## src/rtl/block_sync_aligner_if.sv

```systemverilog
// Gearbox buffer feed into the sync-header aligner, and its alignment status back.
// BLOCK_SYNC_STATS_EN adds the two statistics counters to the bus.
interface block_sync_aligner_if #(
  parameter int FRAME_W = 66,
  parameter int BUF_W   = 194
);
  localparam int POS_W = $clog2(FRAME_W);

  logic [BUF_W-1:0] gbox_buffer;
  logic             buffer_dv;
  logic             is_synced;
  logic [POS_W-1:0] offset_pos;
  logic [1:0]       align_state;
  logic             lock_lost;
`ifdef BLOCK_SYNC_STATS_EN
  logic [15:0]      stat_bad_hdr;
  logic [15:0]      stat_relock;
`endif

  modport master (
    output gbox_buffer,
    output buffer_dv,
    input  is_synced,
    input  offset_pos,
    input  align_state,
    input  lock_lost
`ifdef BLOCK_SYNC_STATS_EN
    , input stat_bad_hdr
    , input stat_relock
`endif
  );

  modport slave (
    input  gbox_buffer,
    input  buffer_dv,
    output is_synced,
    output offset_pos,
    output align_state,
    output lock_lost
`ifdef BLOCK_SYNC_STATS_EN
    , output stat_bad_hdr
    , output stat_relock
`endif
  );
endinterface

```

## src/rtl/block_sync_aligner.sv

```systemverilog
// Sync-header aligner: N_SEEKERS parallel seekers feed a HUNT/VERIFY/LOCKED FSM; outputs are registered on the deciding dv edge.
// No backpressure: cycles with buffer_dv=0 change nothing. BLOCK_SYNC_STATS_EN adds stat_bad_hdr/stat_relock counters.
module block_sync_aligner #(
  parameter int FRAME_W    = 66,
  parameter int BUF_W      = 194,
  parameter int N_SEEKERS  = 11,
  parameter int CAND_CNT   = 4,
  parameter int LOCK_CNT   = 32,
  parameter int WIN_LEN    = 64,
  parameter int UNLOCK_CNT = 16
) (
  input logic                 clk_i,
  input logic                 rst_i,
  block_sync_aligner_if.slave bus
);
  localparam int POS_W  = $clog2(FRAME_W);
  localparam int CCNT_W = $clog2(CAND_CNT + 1);
  localparam int VCNT_W = $clog2(LOCK_CNT + 1);
  localparam int WCNT_W = $clog2(WIN_LEN + 1);
  localparam int BCNT_W = $clog2(UNLOCK_CNT + 1);

  localparam logic [CCNT_W-1:0] CAND_LAST   = CCNT_W'(CAND_CNT - 1);
  localparam logic [CCNT_W-1:0] CAND_MAX    = CCNT_W'(CAND_CNT);
  localparam logic [VCNT_W-1:0] LOCK_LAST   = VCNT_W'(LOCK_CNT - 1);
  localparam logic [WCNT_W-1:0] WIN_LAST    = WCNT_W'(WIN_LEN - 1);
  localparam logic [BCNT_W-1:0] UNLOCK_LAST = BCNT_W'(UNLOCK_CNT - 1);
  localparam logic [POS_W:0]    POS_STEP    = (POS_W + 1)'(N_SEEKERS);
  localparam logic [POS_W:0]    POS_LIMIT   = (POS_W + 1)'(FRAME_W);

  typedef enum logic [1:0] {
    ST_HUNT   = 2'b00,
    ST_VERIFY = 2'b01,
    ST_LOCKED = 2'b10
  } state_t;

  state_t             state_q;
  logic [POS_W-1:0]   offset_q;
  logic               synced_q;
  logic               lock_lost_q;
  logic               sticky_vld_q;
  logic [VCNT_W-1:0]  ver_cnt_q;
  logic [WCNT_W-1:0]  win_cnt_q;
  logic [BCNT_W-1:0]  bad_cnt_q;

  logic [FRAME_W-1:0]   hdr_vld;
  logic [POS_W-1:0]     sk_pos [N_SEEKERS];
  logic [N_SEEKERS-1:0] sk_hit;

  logic             hdr_at_off;
  logic             ver_fail;
  logic             bad_evt;
  logic             unlock_evt;
  logic             hunt_entry;
  logic             hunt_adv;
  logic             any_hit;
  logic             sticky_hit;
  logic [POS_W-1:0] win_pos;

  // A sync header is valid when its two bits differ (01 or 10).
  for (genvar p = 0; p < FRAME_W; p++) begin : g_hdr
    assign hdr_vld[p] = bus.gbox_buffer[p+1] ^ bus.gbox_buffer[p];
  end

  assign hdr_at_off = hdr_vld[offset_q];
  assign ver_fail   = bus.buffer_dv && (state_q == ST_VERIFY) && !hdr_at_off;
  assign bad_evt    = bus.buffer_dv && (state_q == ST_LOCKED) && !hdr_at_off;
  assign unlock_evt = bad_evt && (bad_cnt_q == UNLOCK_LAST);
  assign hunt_entry = ver_fail || unlock_evt;
  assign hunt_adv   = bus.buffer_dv && (state_q == ST_HUNT);

  for (genvar k = 0; k < N_SEEKERS; k++) begin : g_seek
    localparam logic [POS_W-1:0] START = POS_W'(k);

    logic [POS_W-1:0]  pos_q;
    logic [CCNT_W-1:0] cnt_q;
    logic [POS_W:0]    pos_sum;
    logic              hdr_ok;

    assign pos_sum   = {1'b0, pos_q} + POS_STEP;
    assign hdr_ok    = hdr_vld[pos_q];
    assign sk_pos[k] = pos_q;
    assign sk_hit[k] = hdr_ok && (cnt_q == CAND_LAST);

    always_ff @(posedge clk_i or posedge rst_i) begin
      if (rst_i) begin
        pos_q <= START;
        cnt_q <= '0;
      end else if (hunt_entry) begin
        pos_q <= START;
        cnt_q <= '0;
      end else if (hunt_adv) begin
        if (hdr_ok) begin
          if (cnt_q != CAND_MAX) cnt_q <= cnt_q + 1'b1;
        end else begin
          cnt_q <= '0;
          pos_q <= (pos_sum >= POS_LIMIT) ? START : pos_sum[POS_W-1:0];
        end
      end
    end
  end

  // Lowest hitting index wins, unless a hitter sits on the previous offset.
  always_comb begin
    any_hit    = 1'b0;
    sticky_hit = 1'b0;
    win_pos    = '0;
    for (int k = N_SEEKERS - 1; k >= 0; k--) begin
      if (sk_hit[k]) begin
        any_hit = 1'b1;
        win_pos = sk_pos[k];
      end
    end
    for (int k = 0; k < N_SEEKERS; k++) begin
      if (sk_hit[k] && sticky_vld_q && (sk_pos[k] == offset_q)) sticky_hit = 1'b1;
    end
    if (sticky_hit) win_pos = offset_q;
  end

  always_ff @(posedge clk_i or posedge rst_i) begin
    if (rst_i) begin
      state_q      <= ST_HUNT;
      offset_q     <= '0;
      synced_q     <= 1'b0;
      lock_lost_q  <= 1'b0;
      sticky_vld_q <= 1'b0;
      ver_cnt_q    <= '0;
      win_cnt_q    <= '0;
      bad_cnt_q    <= '0;
    end else begin
      lock_lost_q <= 1'b0;
      if (bus.buffer_dv) begin
        case (state_q)
          ST_HUNT: begin
            if (any_hit) begin
              state_q      <= ST_VERIFY;
              offset_q     <= win_pos;
              sticky_vld_q <= 1'b1;
              ver_cnt_q    <= '0;
            end
          end
          ST_VERIFY: begin
            // offset_q is kept on failure so the next hunt can prefer it.
            if (!hdr_at_off) begin
              state_q <= ST_HUNT;
            end else if (ver_cnt_q == LOCK_LAST) begin
              state_q   <= ST_LOCKED;
              synced_q  <= 1'b1;
              win_cnt_q <= '0;
              bad_cnt_q <= '0;
            end else begin
              ver_cnt_q <= ver_cnt_q + 1'b1;
            end
          end
          ST_LOCKED: begin
            // Threshold on the window's last frame beats the window clear.
            if (unlock_evt) begin
              state_q     <= ST_HUNT;
              synced_q    <= 1'b0;
              lock_lost_q <= 1'b1;
            end else if (win_cnt_q == WIN_LAST) begin
              win_cnt_q <= '0;
              bad_cnt_q <= '0;
            end else begin
              win_cnt_q <= win_cnt_q + 1'b1;
              if (!hdr_at_off) bad_cnt_q <= bad_cnt_q + 1'b1;
            end
          end
          default: state_q <= ST_HUNT;
        endcase
      end
    end
  end

  assign bus.is_synced   = synced_q;
  assign bus.offset_pos  = offset_q;
  assign bus.align_state = state_q;
  assign bus.lock_lost   = lock_lost_q;

`ifdef BLOCK_SYNC_STATS_EN
  logic [15:0] stat_bad_q;
  logic [15:0] stat_relock_q;

  always_ff @(posedge clk_i or posedge rst_i) begin
    if (rst_i) begin
      stat_bad_q    <= '0;
      stat_relock_q <= '0;
    end else begin
      if (bad_evt && (stat_bad_q != 16'hFFFF)) stat_bad_q <= stat_bad_q + 16'd1;
      if (unlock_evt && (stat_relock_q != 16'hFFFF)) stat_relock_q <= stat_relock_q + 16'd1;
    end
  end

  assign bus.stat_bad_hdr = stat_bad_q;
  assign bus.stat_relock  = stat_relock_q;
`endif
endmodule

```

## src/flat_wrapper.sv

```systemverilog
// flat-port wrapper written by rule: the top's interface ports become plain ports
module block_sync_aligner_flat 
#(
  parameter int FRAME_W    = 66,
  parameter int BUF_W      = 194,
  parameter int N_SEEKERS  = 11,
  parameter int CAND_CNT   = 4,
  parameter int LOCK_CNT   = 32,
  parameter int WIN_LEN    = 64,
  parameter int UNLOCK_CNT = 16
)
  (clk_i, rst_i, bus_gbox_buffer, bus_buffer_dv, bus_is_synced, bus_offset_pos, bus_align_state, bus_lock_lost);
  block_sync_aligner_if #(.FRAME_W(FRAME_W), .BUF_W(BUF_W)) bus_i ();
  input logic clk_i;
  input logic rst_i;
  input wire logic [$bits(bus_i.gbox_buffer)-1:0] bus_gbox_buffer;
  input wire logic [$bits(bus_i.buffer_dv)-1:0] bus_buffer_dv;
  output wire logic [$bits(bus_i.is_synced)-1:0] bus_is_synced;
  output wire logic [$bits(bus_i.offset_pos)-1:0] bus_offset_pos;
  output wire logic [$bits(bus_i.align_state)-1:0] bus_align_state;
  output wire logic [$bits(bus_i.lock_lost)-1:0] bus_lock_lost;
  assign bus_i.gbox_buffer = bus_gbox_buffer;
  assign bus_i.buffer_dv = bus_buffer_dv;
  assign bus_is_synced = bus_i.is_synced;
  assign bus_offset_pos = bus_i.offset_pos;
  assign bus_align_state = bus_i.align_state;
  assign bus_lock_lost = bus_i.lock_lost;
  block_sync_aligner #(.FRAME_W(FRAME_W), .BUF_W(BUF_W), .N_SEEKERS(N_SEEKERS), .CAND_CNT(CAND_CNT), .LOCK_CNT(LOCK_CNT), .WIN_LEN(WIN_LEN), .UNLOCK_CNT(UNLOCK_CNT)) u_core (.clk_i(clk_i), .rst_i(rst_i), .bus(bus_i));
endmodule
```

## config.mk

```make
export PLATFORM = sky130hd
export DESIGN_NAME = block_sync_aligner_flat
export DESIGN_NICKNAME = d
export VERILOG_FILES = /design/src/rtl/block_sync_aligner_if.sv /design/src/rtl/block_sync_aligner.sv /design/src/flat_wrapper.sv
export SDC_FILE = /design/constraint.sdc
export NUM_CORES = 1
export LEC_CHECK = 0
export ABC_AREA = 1
export BUFFER_PORTS_ARGS = -buffer_cell sky130_fd_sc_hd__buf_2
export CAP_MARGIN = 20
export CORE_MARGIN = 2
export CORE_UTILIZATION = 45
export DETAILED_ROUTE_END_ITERATION = 10
export MAX_ROUTING_LAYER = met4
export SLEW_MARGIN = 20
export SYNTH_ARGS = -nofsm -noshare
export SYNTH_HDL_FRONTEND = slang
export SYNTH_SLANG_ARGS = --single-unit
```

## constraint.sdc

```tcl
create_clock -name clk_i -period 7.2 [get_ports clk_i]
set_clock_uncertainty 0.05 [all_clocks]
set_input_delay 0.72 -clock clk_i [delete_from_list [all_inputs] [get_ports clk_i]]
set_output_delay 0.72 -clock clk_i [all_outputs]
set_load 0.02 [all_outputs]
```

# After elaboration in Yosys (flattened, before gate mapping)
# Cells that the tools add are included.
[classes]
bitwise = 67
n_reduce_logical = 74
n_mul = 0
addsub = 25
eq_ne = 68
div = 0
n_shift = 0
order_cmp = 23
mux = 172
[ops]
columns = ["operator", "n"]
rows = [
  ["7-bit two-way mux", 59],
  ["3-bit two-way mux", 44],
  ["7-bit by 8-bit < comparator with 1-bit output, second input constant", 12],
  ["7-bit by 4-bit adder with 8-bit output, second input constant", 11],
  ["8-bit by 7-bit >= comparator with 1-bit output, second input constant", 11],
  ["1-bit binary-select mux with 7-bit select", 12],
  ["7-bit equality test", 11],
  ["1-bit XOR", 66],
  ["2-bit AND reduction", 22],
  ["1-bit two-way mux", 40],
  ["1-bit logical AND", 39],
  ["3-bit != test, second input constant", 13],
  ["3-bit by 1-bit adder with 3-bit output, second input constant", 11],
  ["3-bit by 2-bit equality test with 1-bit output, second input constant", 11],
  ["3-bit by 2-bit != test with 1-bit output, second input constant", 11],
  ["2-bit by 1-bit != test with 1-bit output, second input constant", 14],
  ["5-bit two-way mux", 5],
  ["6-bit two-way mux", 3],
  ["5-bit AND reduction", 3],
  ["7-bit case mux with 2 select lines", 1],
  ["6-bit case mux with 2 select lines", 1],
  ["5-bit case mux with 2 select lines", 1],
  ["2-bit two-way mux", 4],
  ["4-bit AND reduction", 2],
  ["18 further kinds", 22],
]
[totals]
mem_bits_rw = 0
input_bits = 197
latchBits = 0
mem_bits_ro = 0
mem_count = 0
register_bits = 140

# Depth between registers and ports, before layout
[depth]
depth_word = 19
depth_mapped = 29
depth_no_buf = 29

# Worst setup path before layout
# Ideal clock, no wire load.
[synth_timing]
path_type = "input to register"
startpoint = "input bus_gbox_buffer[4]"
endpoint = "register u_core.offset_q[0], in the netlist u_core.bus.offset_pos[0]"
path_stages = 22
t_arrival_ps = 2763
setup_time_ps = 117
path_slack_ps = 4269
path_cell_list = "clkbuf_2 > xnor2_1 > nand2_1 > nand2_1 > nor2_1 > o21ai_0 > nand2_1 > nand2_1 > nand2_1 > nand3_1 > nand3_2 > nand3_2 > nand2_1 > nor2_1 > nand4_1 > nor2_2 > nor2_2 > nand2_2 > buf_2 > nor2_1 > nand2_1 > nand2_1"
[synth_between]
elab_chain_len = 19
word_cells_on_any_way = 92
cone_classes = "mux (55); bitwise (3); reduce/logical (34)"
[synth_lines]
columns = ["element", "line_no", "source"]
rows = [
  ["from (decl)", "flat_wrapper.sv:16", "input wire logic [$bits(bus_i.gbox_buffer)-1:0] bus_gbox_buffer;"],
  ["1-bit XOR", "block_sync_aligner.sv:61", "assign hdr_vld[p] = bus.gbox_buffer[p+1] ^ bus.gbox_buffer[p];"],
  ["1-bit binary-select mux with 7-bit select", "block_sync_aligner.sv:80", "assign hdr_ok = hdr_vld[pos_q];"],
  ["1-bit two-way mux (implied by the code)", "block_sync_aligner.sv:80", ""],
  ["1-bit logical AND", "block_sync_aligner.sv:82", "assign sk_hit[k] = hdr_ok && (cnt_q == CAND_LAST);"],
  ["1-bit logical AND (2 in series)", "block_sync_aligner.sv:114", "if (sk_hit[k] && sticky_vld_q && (sk_pos[k] == offset_q)) sticky_hit = 1'b1;"],
  ["1-bit two-way mux (11 in series)", "block_sync_aligner.sv:114", ""],
  ["1-bit inverter (no source line)", "n/a", ""],
  ["4-bit AND reduction (no source line)", "n/a", ""],
  ["to (signal assigned)", "block_sync_aligner.sv:136", "offset_q <= win_pos;"],
  ["to (decl)", "block_sync_aligner.sv:37", "logic [POS_W-1:0] offset_q;"],
]
# Parallel ways exist; a longest one is shown, timed or not. The select of a mux whose other input is x is not followed.
# A chain may end at the register's enable or synchronous reset.

# Worst setup path after layout
[layout_timing]
startpoint = "register u_core.g_seek[9].pos_q[0]"
endpoint = "register u_core.ver_cnt_q[1]"
[layout_between]
elab_chain_len = 15
[layout_lines]
columns = ["element", "line_no", "source"]
rows = [
  ["from (decl)", "block_sync_aligner.sv:74", "logic [POS_W-1:0] pos_q;"],
  ["from (signal assigned)", "block_sync_aligner.sv:96", "pos_q <= (pos_sum >= POS_LIMIT) ? START : pos_sum[POS_W-1:0];"],
  ["1-bit binary-select mux with 7-bit select", "block_sync_aligner.sv:80", ""],
  ["1-bit two-way mux (implied by the code)", "block_sync_aligner.sv:80", ""],
  ["1-bit logical AND", "block_sync_aligner.sv:82", ""],
  ["1-bit two-way mux (10 in series)", "block_sync_aligner.sv:108", "if (sk_hit[k]) begin"],
  ["2-bit by 1-bit != test with 1-bit output (no source line)", "n/a", ""],
  ["5-bit AND reduction (no source line)", "n/a", ""],
  ["to (signal assigned)", "block_sync_aligner.sv:151", "ver_cnt_q <= ver_cnt_q + 1'b1;"],
  ["to (decl)", "block_sync_aligner.sv:41", "logic [VCNT_W-1:0] ver_cnt_q;"],
]
# Every way passes these cells. The select of a mux whose other input is x is not followed.

==> results_dict.tcl <==
set metrics [dict create \
    synthCells 3282 \
    start_util_pct 45.43 \
    die_h_um 209.3 \
    setup.worst_path.end_class "flip-flop" \
    fp.coreArea_mm2 0.04176 \
    status "complete, no violations" \
    portBuffers 80 \
    regArea_mm2 0.003525 \
    critPathKind "reg2reg" \
    cts_tree "done" \
    hp-class "in2async" \
    tns_ns 0 \
    ys.flop_type "dfrtp_1" \
    die_area_mm2 0.04382 \
    final.min_clock_period_ns 5.032 \
    slew_headroom_pct 12.31 \
    drc 0 \
    cp_max_fo 33 \
    antenna_found_initial 4 \
    ys_warn_count 0 \
    synth-edff-count 0 \
    fillers 4394 \
    first_pass_iters 9 \
    cts_buffer_depth 2 \
    cts.clk_slew.worst_paths_ns 0.07 \
    min_period_over_period_pct 69.89 \
    area_growth_pct 6.549 \
    cts_root_buffer "clkbuf_16" \
    ctsHtreeMaxLevel 4 \
    rows 75 \
    ys_seq_elements 140 \
    numCtsBuffers 17 \
    post_cts_buffers 0 \
    final_area_mm2 0.02021 \
    synth.area.top_cells "nand2_1 18%, dfrtp_1 16%, o21ai_0 8.8%" \
    drive_gt1_share_pct 7.325 \
    mostFrequentLayoutCell "nand2_1" \
    syn_nets 3538 \
    crit_required_ns 7.54 \
    synthesis.area_mm2 0.01897 \
    power.density_mw_per_mm2 467.9 \
    grt_pass1_wl_mm 134.3 \
    yosysTopAreaCell "nand2_1" \
    async_reset_ff_share_pct 100.0 \
    ir_worst_vdd_mv 0.3593 \
    ioPinCount 208 \
    postCtsHoldBufs 0 \
    rsz0062_at_grt "no" \
    finalWirelength_mm 90.57 \
    place_area_mm2 0.01965 \
    wl_per_cell_um 23.90 \
    cts_resized 0 \
    drt_iter0_drc 3608 \
    p_leak_uw 0.009986 \
    tightest_slew_ns 1.306 \
    gp_congestion 1.046 \
    ys_seq_area_share_pct 18.58 \
    arrival_ns 5.38 \
    synth_top_area_share_pct 17.96 \
    synth.distinct_cells 54 \
    slew_viol_final 0 \
    most-common-layout-cells "908 x nand2_1, 333 x o21ai_0, 329 x inv_1" \
    cp-start-kind "flip-flop" \
    vias_per_cell 6.164 \
    cts_sinks 140 \
    multi_input_area_mm2 0.01335 \
    grt_pass1_vias 21010 \
    place_hpwl_mm 62.72 \
    grt.overflow.total 0 \
    die_x_um 209.3 \
    avgSynthCellArea_um2 5.781 \
    track_usage_pct 42.29 \
    fmax_mhz 198.7 \
    vias 23360 \
    setup-violations-final 0 \
    hold_viol_final 0 \
    fin_nets 3492 \
    ant_nets 0 \
    worstSkewPairLatency_ns 0.49 \
    grt_max_degree 88 \
    drv_cap 0 \
]
-- layer usage --
| metal | global-route usage, % | part of all wire (%) | vias to the layer above |
|---|---|---|---|
| met5 | - | 0 | - |
| met4 | 21.90 | 6.1 | 0 |
| met3 | 9.906 | 12 | 315 |
| met2 | 59.71 | 41 | 1474 |
| met1 | 56.14 | 41 | 10810 |
| li1 | - | - | 10770 |
-- cell families (layout without fill, tap and decap cells) --
group,Yosys count,count (layout),share of synthesized area (%)
other cells,0,2,0
flops,140,140,18.58
fa+ha+maj,59,59,3.891
compound gates,758,758,22.65
xor+xnor,150,150,7.320
simple gates,1630,1630,36.25
buf+inv,545,512,11.31
-- flip-flops by register name, indices dropped and copies added, names as in the netlist, 2 cells and up --
name and count:
u_core.bad_cnt_q 5, u_core.bus.align_state 2, u_core.bus.offset_pos 7, u_core.g_seek.cnt_q 33, u_core.g_seek.pos_q 77, u_core.ver_cnt_q 6
u_core.win_cnt_q 7
-- synth_stat cells (32+ instances only) --
cell type and instances:
nand4_1 57, a21oi_1 166, nor3_1 32, dfrtp_1 123
xor2_1 103, nor2_1 266, o211ai_1 119, clkbuf_1 119
o21ai_0 333, nand3_1 302, nand2_1 908, o21ai_1 74
buf_2 54, xnor2_1 37, ha_1 59, inv_1 331
-- per-stage QoR --
stage                     utilization [%]  setup WS (ns)  power, µW  cells  hold slack, ns
after detailed placement            47.06          2.310       8304   3756          0.4166
final                               48.41          2.168       9457   3790          0.3190
after CTS                           48.38          2.293       9230   3788          0.3711
after global placement              47.06          2.331       8186   3756          0.4093
after global routing                48.41          1.806      10260   3790          0.4041
after floorplan                         -          2.705       6404   3282          0.3900
-- worst max-delay path, stage by stage, from the launching register on --
cell	delay [ns]
dfstp_2	1.01
inv_2	0.46
nor2_1	0.40
inv_2	0.14
o21ai_0	0.17
nor2_1	0.08
a21oi_1	0.15
nor2_1	0.07
nand2_1	0.07
nand3_2	0.12
nand3_1	0.44
nand2_1	0.18
nor2_1	0.39
nand4_1	0.17
nor2_2	0.38
nand2_1	0.13
nand4_1	0.33
nand2_1	0.09
o21ai_0	0.08
-- cell type report --
type / instances / area share [%]
Sequential cell: 140 / 17.44
Antenna cell: 2 / 0.02476
Clock buffer: 20 / 2.210
Multi-Input combinational cell: 2597 / 66.06
Inverter: 350 / 6.524
Clock inverter: 12 / 0.5075
Timing Repair Buffer: 130 / 3.899
Tap cell: 539 / 3.336
-- report_power, final --
group          switching, µW  internal, µW
clock                    425           458
sequential               740          1160
combinational           4620          2050
-- worst paths after layout --
path                                           startpoint  cells after the start  slack [ns]                   endpoint
min in group clk_i                    u_core.sticky_vld_q                      1        0.43        u_core.sticky_vld_q
worst min-delay path                                rst_i                      2        0.32        u_core.bad_cnt_q[2]
worst max-delay path            u_core.g_seek[9].pos_q[0]                     18        2.17        u_core.ver_cnt_q[1]
max in group asynchronous                           rst_i                      3        5.46  u_core.g_seek[0].pos_q[2]
worst max register to register  u_core.g_seek[9].pos_q[0]                     18        2.17        u_core.ver_cnt_q[1]
worst min register to register        u_core.sticky_vld_q                      1        0.43        u_core.sticky_vld_q
(Power assumes the default switching activity.)
